### config.mk
export PLATFORM = sky130hd
export DESIGN_NAME = bit_serial_alu_flat
export DESIGN_NICKNAME = d
export VERILOG_FILES = /design/src/rtl/bit_serial_alu_pkg.sv /design/src/rtl/bit_serial_alu_if.sv /design/src/rtl/bit_adder.sv /design/src/rtl/bit_serial_alu.sv /design/src/flat_wrapper.sv
export SDC_FILE = /design/constraint.sdc
export NUM_CORES = 1
export LEC_CHECK = 0
export BUFFER_PORTS_ARGS = -buffer_cell sky130_fd_sc_hd__buf_4
export CAP_MARGIN = 25
export CORE_MARGIN = 4
export CORE_UTILIZATION = 53
export CTS_BUF_LIST = sky130_fd_sc_hd__clkbuf_16
export DETAILED_ROUTE_END_ITERATION = 10
export GPL_TIMING_DRIVEN = 0
export PLACE_DENSITY = 0.75
export SETUP_SLACK_MARGIN = 0.1
export SLEW_MARGIN = 20
export SYNTH_ARGS = -nofsm -noshare
export SYNTH_HDL_FRONTEND = slang
export SYNTH_SLANG_ARGS = --single-unit
### constraint.sdc
create_clock -name clk -period 1.8 [get_ports clk]
set_clock_uncertainty 0.15 [all_clocks]
set_input_delay 0.36 -clock clk [delete_from_list [all_inputs] [get_ports clk]]
set_output_delay 0.36 -clock clk [all_outputs]
set_load 0.02 [all_outputs]
### src/rtl/bit_serial_alu_pkg.sv
// rtl/bit_serial_alu_pkg.sv - shared opcodes, FSM states and sizing helper
// Purpose: common definitions for the bit-serial add/subtract unit.
// Ports: none (package).
package bit_serial_alu_pkg;

  localparam logic OP_ADD = 1'b0;
  localparam logic OP_SUB = 1'b1;

  typedef enum logic [1:0] {
    IDLE = 2'd0,
    RUN  = 2'd1,
    DONE = 2'd2
  } state_t;

  // Bit counter width; N=2 still needs one bit to tell bit 0 from bit 1.
  function automatic int cnt_width(input int n);
    return (n <= 2) ? 1 : $clog2(n);
  endfunction

endpackage

### src/rtl/bit_serial_alu_if.sv
// rtl/bit_serial_alu_if.sv - request/response bundle of the bit-serial ALU
// Purpose: groups the operation request and result/flag signals.
// Ports: start/op/a/b (request, master->slave); busy/done/result/carry_out/
//        overflow/zero (response, slave->master).
interface bit_serial_alu_if #(
  parameter int N = 8
);
  logic         start;
  logic         op;
  logic [N-1:0] a;
  logic [N-1:0] b;
  logic         busy;
  logic         done;
  logic [N-1:0] result;
  logic         carry_out;
  logic         overflow;
  logic         zero;

  modport master (
    output start, op, a, b,
    input  busy, done, result, carry_out, overflow, zero
  );

  modport slave (
    input  start, op, a, b,
    output busy, done, result, carry_out, overflow, zero
  );
endinterface

### src/rtl/bit_adder.sv
// rtl/bit_adder.sv - single-bit full adder cell
// Purpose: one full-adder slice reused every cycle by the serial ALU.
// Ports: in1, in2, carryin (inputs); sum, carryout (outputs).
module bit_adder (
  output logic sum,
  output logic carryout,
  input  logic in1,
  input  logic in2,
  input  logic carryin
);
  assign sum      = in1 ^ in2 ^ carryin;
  assign carryout = (in1 & in2) | (in1 & carryin) | (in2 & carryin);
endmodule

### src/rtl/bit_serial_alu.sv
// rtl/bit_serial_alu.sv - N-bit add/subtract processed one bit per clock
// Purpose: shifts operands LSB first through a single bit_adder, collecting
//          the result and carry/overflow/zero flags.
// Ports: clk (rising edge), rst_n (async, active low),
//        bus (bit_serial_alu_if.slave): start/op/a/b in, busy/done/result/
//        carry_out/overflow/zero out.
module bit_serial_alu
  import bit_serial_alu_pkg::*;
#(
  parameter int N = 8
) (
  input logic              clk,
  input logic              rst_n,
  bit_serial_alu_if.slave  bus
);
  localparam int             CW   = cnt_width(N);
  localparam logic [CW-1:0]  LAST = CW'(N - 1);

  state_t        state;
  logic [N-1:0]  a_sr;
  logic [N-1:0]  b_sr;
  logic          carry;
  logic [CW-1:0] count;
  logic [N-1:0]  result_r;
  logic          carry_out_r;
  logic          overflow_r;
  logic          busy_r;
  logic          done_r;
  logic          sum;
  logic          carryout;

  bit_adder u_bit_adder (
    .sum      (sum),
    .carryout (carryout),
    .in1      (a_sr[0]),
    .in2      (b_sr[0]),
    .carryin  (carry)
  );

  always_ff @(posedge clk or negedge rst_n) begin
    if (!rst_n) begin
      state       <= IDLE;
      a_sr        <= '0;
      b_sr        <= '0;
      carry       <= 1'b0;
      count       <= '0;
      result_r    <= '0;
      carry_out_r <= 1'b0;
      overflow_r  <= 1'b0;
      busy_r      <= 1'b0;
      done_r      <= 1'b0;
    end else begin
      case (state)
        IDLE: begin
          if (bus.start) begin
            a_sr   <= bus.a;
            // Subtraction is a + ~b + 1: invert b and seed the carry with 1.
            b_sr   <= (bus.op == OP_SUB) ? ~bus.b : bus.b;
            carry  <= (bus.op != OP_ADD);
            count  <= '0;
            busy_r <= 1'b1;
            state  <= RUN;
          end
        end
        RUN: begin
          result_r <= {sum, result_r[N-1:1]};
          a_sr     <= {1'b0, a_sr[N-1:1]};
          b_sr     <= {1'b0, b_sr[N-1:1]};
          carry    <= carryout;
          count    <= count + 1'b1;
          if (count == LAST) begin
            // carry still holds the carry into the MSB at this edge.
            overflow_r  <= carry ^ carryout;
            carry_out_r <= carryout;
            busy_r      <= 1'b0;
            done_r      <= 1'b1;
            state       <= DONE;
          end
        end
        DONE: begin
          done_r <= 1'b0;
          state  <= IDLE;
        end
        default: begin
          busy_r <= 1'b0;
          done_r <= 1'b0;
          state  <= IDLE;
        end
      endcase
    end
  end

  assign bus.busy      = busy_r;
  assign bus.done      = done_r;
  assign bus.result    = result_r;
  assign bus.carry_out = carry_out_r;
  assign bus.overflow  = overflow_r;
  // Partial results during RUN are not meaningful, so zero is held low there.
  assign bus.zero      = ~busy_r & ~(|result_r);

endmodule

### src/flat_wrapper.sv
// flat-port wrapper written by rule: the top's interface ports become plain ports
module bit_serial_alu_flat import bit_serial_alu_pkg::*;
#(
  parameter int N = 8
)
  (clk, rst_n, bus_start, bus_op, bus_a, bus_b, bus_busy, bus_done, bus_result, bus_carry_out, bus_overflow, bus_zero);
  bit_serial_alu_if #(.N(N)) bus_i ();
  input logic clk;
  input logic rst_n;
  input wire logic [$bits(bus_i.start)-1:0] bus_start;
  input wire logic [$bits(bus_i.op)-1:0] bus_op;
  input wire logic [$bits(bus_i.a)-1:0] bus_a;
  input wire logic [$bits(bus_i.b)-1:0] bus_b;
  output wire logic [$bits(bus_i.busy)-1:0] bus_busy;
  output wire logic [$bits(bus_i.done)-1:0] bus_done;
  output wire logic [$bits(bus_i.result)-1:0] bus_result;
  output wire logic [$bits(bus_i.carry_out)-1:0] bus_carry_out;
  output wire logic [$bits(bus_i.overflow)-1:0] bus_overflow;
  output wire logic [$bits(bus_i.zero)-1:0] bus_zero;
  assign bus_i.start = bus_start;
  assign bus_i.op = bus_op;
  assign bus_i.a = bus_a;
  assign bus_i.b = bus_b;
  assign bus_busy = bus_i.busy;
  assign bus_done = bus_i.done;
  assign bus_result = bus_i.result;
  assign bus_carry_out = bus_i.carry_out;
  assign bus_overflow = bus_i.overflow;
  assign bus_zero = bus_i.zero;
  bit_serial_alu #(.N(N)) u_core (.clk(clk), .rst_n(rst_n), .bus(bus_i));
endmodule
==> results.sh <==
export IMPL_grt_max_degree=35
export IMPL_power_density_nw_per_um2=1750
export IMPL_n_antenna_cell=0
export IMPL_clock_path_buffers=2
export IMPL_antenna_found_initial=0
export IMPL_start_util_pct=55.8
export IMPL_required_ns=1.29
export IMPL_drt_wl_total_um=3230
export IMPL_ys_warn_count=0
export IMPL_yosysSeqAreaShare_pct=54.8
export IMPL_startpoint_type="flop"
export IMPL_grt_usage_pct=18.1
export IMPL_via_per_inst=5.60
export IMPL_rsz0062_at_grt="true"
export IMPL_coreArea_sq_um=2780
export IMPL_fillCellCount=218
export IMPL_period_share_pct=106
export IMPL_finalMaxSlewViolations=0
export IMPL_drc=0
export IMPL_synthesis_nets=152
export IMPL_drt_pass1_iter_count=4
export IMPL_fin_nets=193
export IMPL_vias=1125
export IMPL_gr_total_overflow=0
export IMPL_cts_root_buf="clkbuf_16"
export IMPL_outcome="complete, but fails checks"
export IMPL_period_minus_slack_ns=1.90
export IMPL_cts_sinks=34
export IMPL_setup_viol_count_final=1
export IMPL_cts_buffers=5
export IMPL_dieArea_sq_um=3860
export IMPL_cts_max_level=2
export IMPL_ys_top_cells_by_area="dfrtp_1, mux2_2, xor2_1, a221o_1, and3b_1"
export IMPL_relSlewSlack_pct=64.3
export IMPL_ant_nets=0
export IMPL_crit_type="flop to primary output"
export IMPL_ir_worst_vdd_mv=1.49
export IMPL_synth_cell_type_count=25
export IMPL_synth_top_cell_area_share_pct=54.8
export IMPL_wl_per_cell_um=16.1
export IMPL_worst_slack_ns=-0.102
export IMPL_synth_area_per_cell_sq_um=12.0
export IMPL_fp_dieW_um=62.1
export IMPL_clk_pin_slew_worst_paths_ns=0.05
export IMPL_power_leakage_nw=0.985
export IMPL_worstPathArrival_ns=1.39
export IMPL_grt_pass1_vias=1146
export IMPL_syn_to_final_growth_pct=29.8
export IMPL_endpoint_kind="primary output"
export IMPL_synth_edf_count=0
export IMPL_violations="setup timing"
export IMPL_place_congestion=0.730
export IMPL_tightest_slew_ns=0.533
export IMPL_port_buffers=31
export IMPL_cts_tree="built"
export IMPL_synth_common_cells="dfrtp_1, nand2_1, mux2_2, o21ai_0, xor2_1"
export IMPL_min_path_type="input pin to flop"
export IMPL_drive_gt1_share_pct=36.5
export IMPL_die_y_um=62.1
export IMPL_dr_first_iter_drc_count=26
export IMPL_final_hold_viol_count=0
export IMPL_clock_latency_ns=0.28
export IMPL_num_io_pins=33
export IMPL_detailed_place_area_sq_um=1840
export IMPL_netlist_instances=129
export IMPL_netlist_area_sq_um=1550
export IMPL_preCtsSetupSlack_ns=0.0862
export IMPL_fmax_mhz=526
export IMPL_yosys_area_top_type="dfrtp_1"
export IMPL_stdcell_area_sq_um=2020
export IMPL_synth_most_common_cell="dfrtp_1"
export IMPL_core_rowCount=19
export IMPL_grt_pass1_wl_um=5570
export IMPL_cp_max_fo=2
export IMPL_power_mw=3.53
export IMPL_synthFlopType="dfrtp_1"
export IMPL_dp_hpwl_um=2230
export IMPL_ys_ff_latch=34
export IMPL_cap_violations=0
export IMPL_async_reset_ff_share_pct=100
worst paths after layout:
path                                                   from                                to  slack [ns]  depth (start not counted)
worst max-delay path            u_core.bus.busy$_DFFE_PN0P_                          bus_zero       -0.10                          4
worst min-delay path                               bus_a[6]        u_core.a_sr[6]$_DFFE_PN0P_        0.23                          3
worst max register to register   u_core.a_sr[0]$_DFFE_PN0P_   u_core.bus.overflow$_DFFE_PN0P_        0.19                          3
worst min register to register   u_core.a_sr[5]$_DFFE_PN0P_        u_core.a_sr[5]$_DFFE_PN0P_        0.34                          2
max in group asynchronous                             rst_n  u_core.bus.result[4]$_DFFE_PN0N_        0.75                          2
min in group asynchronous                             rst_n  u_core.bus.result[1]$_DFFE_PN0N_        0.41                          2
flip-flops by register name (all words and copies together), names as in the netlist:
| name | count |
|---|---|
| u_core.a_sr | 8 |
| u_core.b_sr | 8 |
| u_core.bus.result | 8 |
| u_core.count | 3 |
| u_core.state | 2 |
| u_core.bus.busy | 1 |
| u_core.bus.carry_out | 1 |
| u_core.bus.done | 1 |
| u_core.bus.overflow | 1 |
| u_core.carry | 1 |
cell usage in the layout, fill, tap and decap left out, drive strengths merged, types with 2 or more instances in the layout:
cell,netlist,routed
buf,7,40
dfrtp,34,34
nand2,12,12
mux2,11,11
o21ai,9,9
xor2,9,9
a22oi,8,8
and3b,7,7
a221o,7,7
clkbuf,1,6
inv,4,4
nor2,3,3
a21oi,3,3
a22o,3,3
nor4,2,2
ha,2,2
clkinv,0,2
nor2b,2,2
layer usage:
layer  GRT usage, %  vias up  share of wire (%)
met3           6.31        7                5.8
met4           7.32        0                1.6
met1           23.5      542                 44
li1               -      544                  -
met5              0        -                  0
met2           27.5       32                 48
kinds of logic (layout without fill, tap and decap cells):
group / after synthesis / after routing / share of synthesized area (%)
XOR/XNOR: 9 / 9 / 5.08
multiplexers: 11 / 11 / 7.98
flip-flops: 34 / 34 / 54.8
buffers and inverters: 12 / 53 / 3.63
AND/OR/NAND/NOR: 27 / 27 / 9.99
adder cells (fa/ha/maj): 3 / 3 / 2.90
AO/OA/AOI/OAI: 33 / 33 / 15.6
per-stage QoR:
stage / std cells / setup TNS, ns / hold WS, ns / utilization (%)
2_1_floorplan: 129 / 0 / -0.0856 / -
4_1_cts: 200 / -0.135 / 0.228 / 71.8
6_report: 201 / -0.102 / 0.230 / 72.5
3_5_place_dp: 191 / 0 / 0.178 / 66.1
3_3_place_gp: 191 / 0 / 0.171 / 66.1
5_1_grt: 201 / -0.202 / 0.239 / 72.5
final cells by class:
type                            count  area, sq um  share of cell area [%]
Sequential cell                    34          852                    42.3
Multi-Input combinational cell     83          676                    33.5
Clock buffer                        5          125                    6.21
Inverter                            4         15.0                   0.745
Timing Repair Buffer               34          258                    12.8
Clock inverter                      2         10.0                   0.497
Tap cell                           31         38.8                    1.92
Buffer                              8         41.3                    2.05
worst max-delay path, cell delays in order (launching register included):
cell and delay (ns):
dfrtp_1 0.41, nor4_4 0.28, nand2_1 0.11, nor4_4 0.14, buf_4 0.18
power breakdown:
group / switching (mW) / internal (mW) / leakage (nW)
clock: 0.298 / 0.498 / 0.0694
combinational: 0.668 / 0.700 / 0.490
sequential: 0.266 / 1.09 / 0.426
total: 1.23 / 2.29 / 0.985
timing repair:
item	in CTS	in global routing
gates cloned	0	0
resized for setup	1	2
buffers inserted	1	1
setup endpoints to repair	1	1
pin swaps	1	2
hold buffers	1	0
endpoints found under the hold margin	34	0
Power figures use the tool's default switching activity.
